### src/rtl/word_tokenizer_pkg.sv
// Shared types and constants for the word tokenizer.
// Keyword spelling lives here so the FSM and classifier agree.
package word_tokenizer_pkg;

    typedef enum logic [1:0] {
        TOK_OTHER = 2'd0,
        TOK_BEGIN = 2'd1,
        TOK_END   = 2'd2
    } tok_kind_e;

    typedef enum logic [1:0] {
        S_SKIP  = 2'd0,
        S_MATCH = 2'd1,
        S_OTHER = 2'd2
    } state_e;

    localparam logic [7:0] CH_SPACE = 8'h20;
    localparam logic [7:0] CH_TAB   = 8'h09;
    localparam logic [7:0] CH_LF    = 8'h0A;
    localparam logic [7:0] CH_CR    = 8'h0D;

    localparam logic [2:0] BEGIN_LEN = 3'd5;
    localparam logic [2:0] END_LEN   = 3'd3;

    function automatic logic [2:0] kw_len(input logic is_end);
        return is_end ? END_LEN : BEGIN_LEN;
    endfunction

    // Expected lower-case letter at position idx of the candidate keyword.
    function automatic logic [7:0] kw_char(input logic is_end,
                                           input logic [2:0] idx);
        logic [7:0] c;
        c = 8'h00;
        if (is_end) begin
            case (idx)
                3'd0:    c = 8'h65;
                3'd1:    c = 8'h6E;
                3'd2:    c = 8'h64;
                default: c = 8'h00;
            endcase
        end else begin
            case (idx)
                3'd0:    c = 8'h62;
                3'd1:    c = 8'h65;
                3'd2:    c = 8'h67;
                3'd3:    c = 8'h69;
                3'd4:    c = 8'h6E;
                default: c = 8'h00;
            endcase
        end
        return c;
    endfunction

endpackage

### src/rtl/word_tokenizer_char_class.sv
// Character classifier: A-Z folding and delimiter detection.
// Define WORD_TOKENIZER_WS_EN to also treat TAB, LF and CR as delimiters.
module char_class
    import word_tokenizer_pkg::*;
(
    input  logic [7:0] ch,
    output logic [7:0] folded,
    output logic       delim
);

    always_comb begin
        folded = ch;
        if (ch >= 8'h41 && ch <= 8'h5A) folded = ch | 8'h20;
`ifdef WORD_TOKENIZER_WS_EN
        delim = (ch == CH_SPACE) || (ch == CH_TAB) ||
                (ch == CH_LF) || (ch == CH_CR);
`else
        delim = (ch == CH_SPACE);
`endif
    end

endmodule

### src/rtl/word_tokenizer.sv
// Streams ASCII characters into BEGIN/END/OTHER word tokens.
// Token outputs are registered and pulse for one cycle per word.
module word_tokenizer
    import word_tokenizer_pkg::*;
(
    input  logic       clk,
    input  logic       reset,
    input  logic [7:0] in,
    input  logic       in_valid,
    input  logic       flush,
    output logic       tok_valid,
    output logic [1:0] tok_kind,
    output logic [7:0] tok_len
);

    state_e     state, state_n;
    logic       cand, cand_n;
    logic [2:0] idx, idx_n;
    logic [7:0] len, len_n;
    logic       tok_valid_n;
    tok_kind_e  tok_kind_n;
    logic [7:0] tok_len_n;

    logic [7:0] folded;
    logic       delim;
    logic       word_ch;
    logic       term;

    char_class u_class (
        .ch     (in),
        .folded (folded),
        .delim  (delim)
    );

    assign word_ch = in_valid && !delim;
    assign term    = flush || (in_valid && delim);

    always_ff @(posedge clk or posedge reset) begin
        if (reset) begin
            state     <= S_SKIP;
            cand      <= 1'b0;
            idx       <= 3'd0;
            len       <= 8'd0;
            tok_valid <= 1'b0;
            tok_kind  <= 2'd0;
            tok_len   <= 8'd0;
        end else begin
            state     <= state_n;
            cand      <= cand_n;
            idx       <= idx_n;
            len       <= len_n;
            tok_valid <= tok_valid_n;
            tok_kind  <= tok_kind_n;
            tok_len   <= tok_len_n;
        end
    end

    always_comb begin
        state_n     = state;
        cand_n      = cand;
        idx_n       = idx;
        len_n       = len;
        tok_valid_n = 1'b0;
        tok_kind_n  = TOK_OTHER;
        tok_len_n   = 8'd0;

        // Append the character first so flush+char ends the grown word.
        if (word_ch) begin
            if (state == S_SKIP) len_n = 8'd1;
            else if (len != 8'hFF) len_n = len + 8'd1;
            case (state)
                S_SKIP: begin
                    if (folded == 8'h62) begin
                        state_n = S_MATCH;
                        cand_n  = 1'b0;
                        idx_n   = 3'd1;
                    end else if (folded == 8'h65) begin
                        state_n = S_MATCH;
                        cand_n  = 1'b1;
                        idx_n   = 3'd1;
                    end else begin
                        state_n = S_OTHER;
                    end
                end
                S_MATCH: begin
                    if (idx < kw_len(cand) &&
                        folded == kw_char(cand, idx))
                        idx_n = idx + 3'd1;
                    else
                        state_n = S_OTHER;
                end
                default: state_n = S_OTHER;
            endcase
        end

        if (term && state_n != S_SKIP) begin
            tok_valid_n = 1'b1;
            tok_len_n   = len_n;
            if (state_n == S_MATCH && idx_n == kw_len(cand_n))
                tok_kind_n = cand_n ? TOK_END : TOK_BEGIN;
            state_n = S_SKIP;
            idx_n   = 3'd0;
            len_n   = 8'd0;
        end
    end

endmodule

### config.mk
export PLATFORM = sky130hd
export DESIGN_NAME = word_tokenizer
export DESIGN_NICKNAME = d
export VERILOG_FILES = /design/src/rtl/word_tokenizer_pkg.sv /design/src/rtl/word_tokenizer_char_class.sv /design/src/rtl/word_tokenizer.sv
export SDC_FILE = /design/constraint.sdc
export NUM_CORES = 1
export LEC_CHECK = 0
export CORE_MARGIN = 4
export CORE_UTILIZATION = 35
export DETAILED_ROUTE_END_ITERATION = 10
export HOLD_SLACK_MARGIN = 0.06
export MAX_ROUTING_LAYER = met4
export SLEW_MARGIN = 0
export SYNTH_ARGS = -nofsm -noshare
export SYNTH_HDL_FRONTEND = slang
export SYNTH_SLANG_ARGS = --single-unit
### constraint.sdc
create_clock -name clk -period 2.9 [get_ports clk]
set_input_delay 0.87 -clock clk [delete_from_list [all_inputs] [get_ports clk]]
set_output_delay 0.87 -clock clk [all_outputs]
set_load 0.02 [all_outputs]
==> metrics.md <==
| Metric | Value |
|---|---|
| Status | complete, no violations |
| Lkg Pwr | 0.000979 uW |
| Share of layout cells above drive strength 1 | 21.0% |
| Vias per inst | 5.14 |
| Area grow syn2layout | 31.1% |
| Post-CTS setup buffers | 0 |
| Largest net degree at the start of global routing | 26 |
| CP Class | in2reg |
| Hold crit path type | reg2reg |
| Max Fclk | 359 MHz |
| Worst skew pair latency | 0.27 ns |
| Ys Warns | 0 |
| Worst R2R End | tok_kind[1]$_DFF_PP0_ |
| IO Count | 23 |
| Period utilisation layout | 96.1% |
| Die Span X | 75.8 um |
| Async S/R FF share, synth | 100% |
| Worst endpoint required time | 3.11 ns |
| Post-synth EDFFs | 0 |
| CTS buffer count | 3 |
| Mean post-synth cell area | 9.41 um^2 |
| Post-route ant nets | 0 |
| Number of global-route vias before repair | 1,413 |
| Clock Sinks | 25 |
| Die H | 75.8 um |
| Netlist cell types | 51 |
| Diodes inserted | 0 |
| First-pass GRT wire length | 6410 um |
| # DRC | 0 |
| Placed cell count | 267 |
| Avg WL per Cell | 14.2 um |
| Max VDD drop | 0.000200 V |
| Detailed Place HPWL | 2920 um |
| Startpoint Class | primary input |
| Worst setup EP type | register |
| Mapped cell area | 1610 um^2 |
| Clock root cell | clkbuf_8 |
| CTS tree | yes |
| Register-to-Register Setup Slack | 0.15 ns |
| Pins over their slew limit | 0 |
| Crit-path max FO | 5 |
| Worst-Margin Slew | 0.453 ns |
| Worst r2r src | cand$_DFF_PP0_ |
| Global route total overflow | 0 |
| Final net count | 240 |
| Top_reg_cell synth | dfrtp_1 |
| Standard-cell row count | 24 |
| Htree depth | 1 |
| Register area share after synthesis | 38.9% |
| GP Congestion | 0.794 |
| Pwr/cell area | 331 nW/um^2 |
| Slew margin rel. | 69.4% |
| RSZ-0062 raised after global routing | no |
| Global-route total usage across every layer | 14.7% |
| Pre-antenna DRT Iters | 4 |
| Reg2reg path depth | 10 |
| DR vias | 1,392 |
| Flops & latches, synth | 25 |
| Worst Setup EP | tok_kind[1]$_DFF_PP0_ |
| Final Hold Slack | 0.587 ns |
| Fin crit period | 2.79 ns |
| Clk buf depth | 2 |
| Cells after Synth | 171 |
| Worst Path Arrival | 2.99 ns |
| Starting DRT DRC Count | 43 |
| Die area | 5750 um^2 |
| Final Hold Viols | 0 |
| Clock Pin Slew Worst Setup and Hold Paths | 0.09 ns |
| Clock Skew | 0.00208 ns |
| Core ar. | 4410 um^2 |
| Drt total wl | 3850 um |
| Initial antenna violation count | 0 |
| Worst Setup SP | in[6] |
| Starting density of the core | 36.5% |
| Count of final setup violators | 0 |
| Port Buffers | 22 |
| Syn_nets | 191 |
| MaxCap Viol Count | 0 |
| Fin cells | 271 |
-- power by group --
group | internal [uW] | switching, uW | total [uW]
clock | 96.1 | 109 | 205
sequential | 358 | 8.02 | 366
combinational | 60.8 | 66.2 | 127
total | 515 | 183 | 698
-- cell families after synthesis --
group	share of synthesized area, %
xor+xnor	4.90
buf+inv	4.12
simple gates	25.0
fa+ha+maj	6.22
flops	38.9
compound gates	16.9
mux	3.97
-- what timing repair did --
action / CTS / global route
hold buffers: 0 / 0
setup endpoints to repair: 2 / 2
resized for setup: 4 / 2
pin swaps: 3 / 0
-- layout make-up --
class                   instances  area, um^2
fillers                       422        2300
inverters                      11        41.3
multi-input cells             131         917
clock buffers                   3        41.3
clock inverters                 1        5.00
repair buffers                 48         412
well taps                      52        65.1
flip-flops and latches         25         628
-- synth_stat cells (2+ instances only) --
library cell	n	share of area (%)
ha_1	8	6.2
dfrtp_1	25	39
a211oi_1	2	0.93
xor2_1	6	3.3
and3_1	4	1.6
a21o_1	2	0.93
buf_2	2	0.62
o21ai_0	4	1.2
nor2b_1	2	0.78
a21oi_2	2	1.1
a21oi_1	6	1.9
nand4_1	3	1.2
nand3_1	4	1.2
nand2_1	15	3.5
mux2i_1	5	3.1
nor4b_1	2	1.1
a21boi_0	3	1.4
xnor2_1	3	1.6
nand2b_1	3	1.2
inv_1	10	2.3
a2bb2oi_1	2	1.1
nor3_1	4	1.2
o311a_1	2	1.2
a31oi_1	5	1.9
nor2_1	21	4.9
-- worst max-delay path, stage by stage --
cell,delay [ns]
clkdlybuf4s50_1,0.54
nor4b_1,0.42
nand2_1,0.18
a211o_1,0.38
o31a_1,0.33
and4b_1,0.27
-- state kept, by name, summed over array words and instances (netlist names) --
| register | flops |
|---|---|
| tok_kind | 2 |
| tok_valid | 1 |
| len | 8 |
| idx | 3 |
| tok_len | 8 |
| cand | 1 |
| state | 2 |
-- placed cells by master, fill, tap and decap left out, drive strengths merged, types with 4 or more instances in the layout --
cell type       n
o21ai           4
dfrtp          25
nand2          15
nand3           4
a31oi           5
xor2            6
nor2           21
nor3            4
nand2b          4
buf            26
ha              8
a21oi           8
mux2i           6
clkdlybuf4s50  19
and3            4
inv            10
-- worst min-delay path by stage --
stage                           from                to  slack (ns)  depth (start not counted)
global placement    len[1]$_DFF_PP0_  len[1]$_DFF_PP0_        0.55                          2
finish              len[1]$_DFF_PP0_  len[1]$_DFF_PP0_        0.59                          2
floorplan           len[1]$_DFF_PP0_  len[1]$_DFF_PP0_        0.53                          2
global route        len[1]$_DFF_PP0_  len[1]$_DFF_PP0_        0.64                          2
CTS                 len[1]$_DFF_PP0_  len[1]$_DFF_PP0_        0.60                          2
detailed placement  len[4]$_DFF_PP0_  len[4]$_DFF_PP0_        0.57                          2
-- metal layers --
layer | up-vias | track usage (%) | wire length, um
met2 | 28 | 22.7 | 1780
met4 | 0 | 3.88 | 53
met5 | - | - | 0
met1 | 654 | 20.5 | 1840
li1 | 704 | - | -
met3 | 6 | 1.72 | 164
-- stage by stage --
step	setup WS (ns)	power [uW]	setup TNS (ns)	area, um^2	util [%]
6_report	0.114	698	0	2110	47.8
5_1_grt	0.00948	737	0	2110	47.8
4_1_cts	0.0840	710	0	2110	47.7
3_5_place_dp	-0.306	502	-1.17	2060	46.8
3_3_place_gp	-0.254	499	-0.988	2060	46.8
2_1_floorplan	0.264	436	0	1610	-
Power figures use the tool's default switching activity.
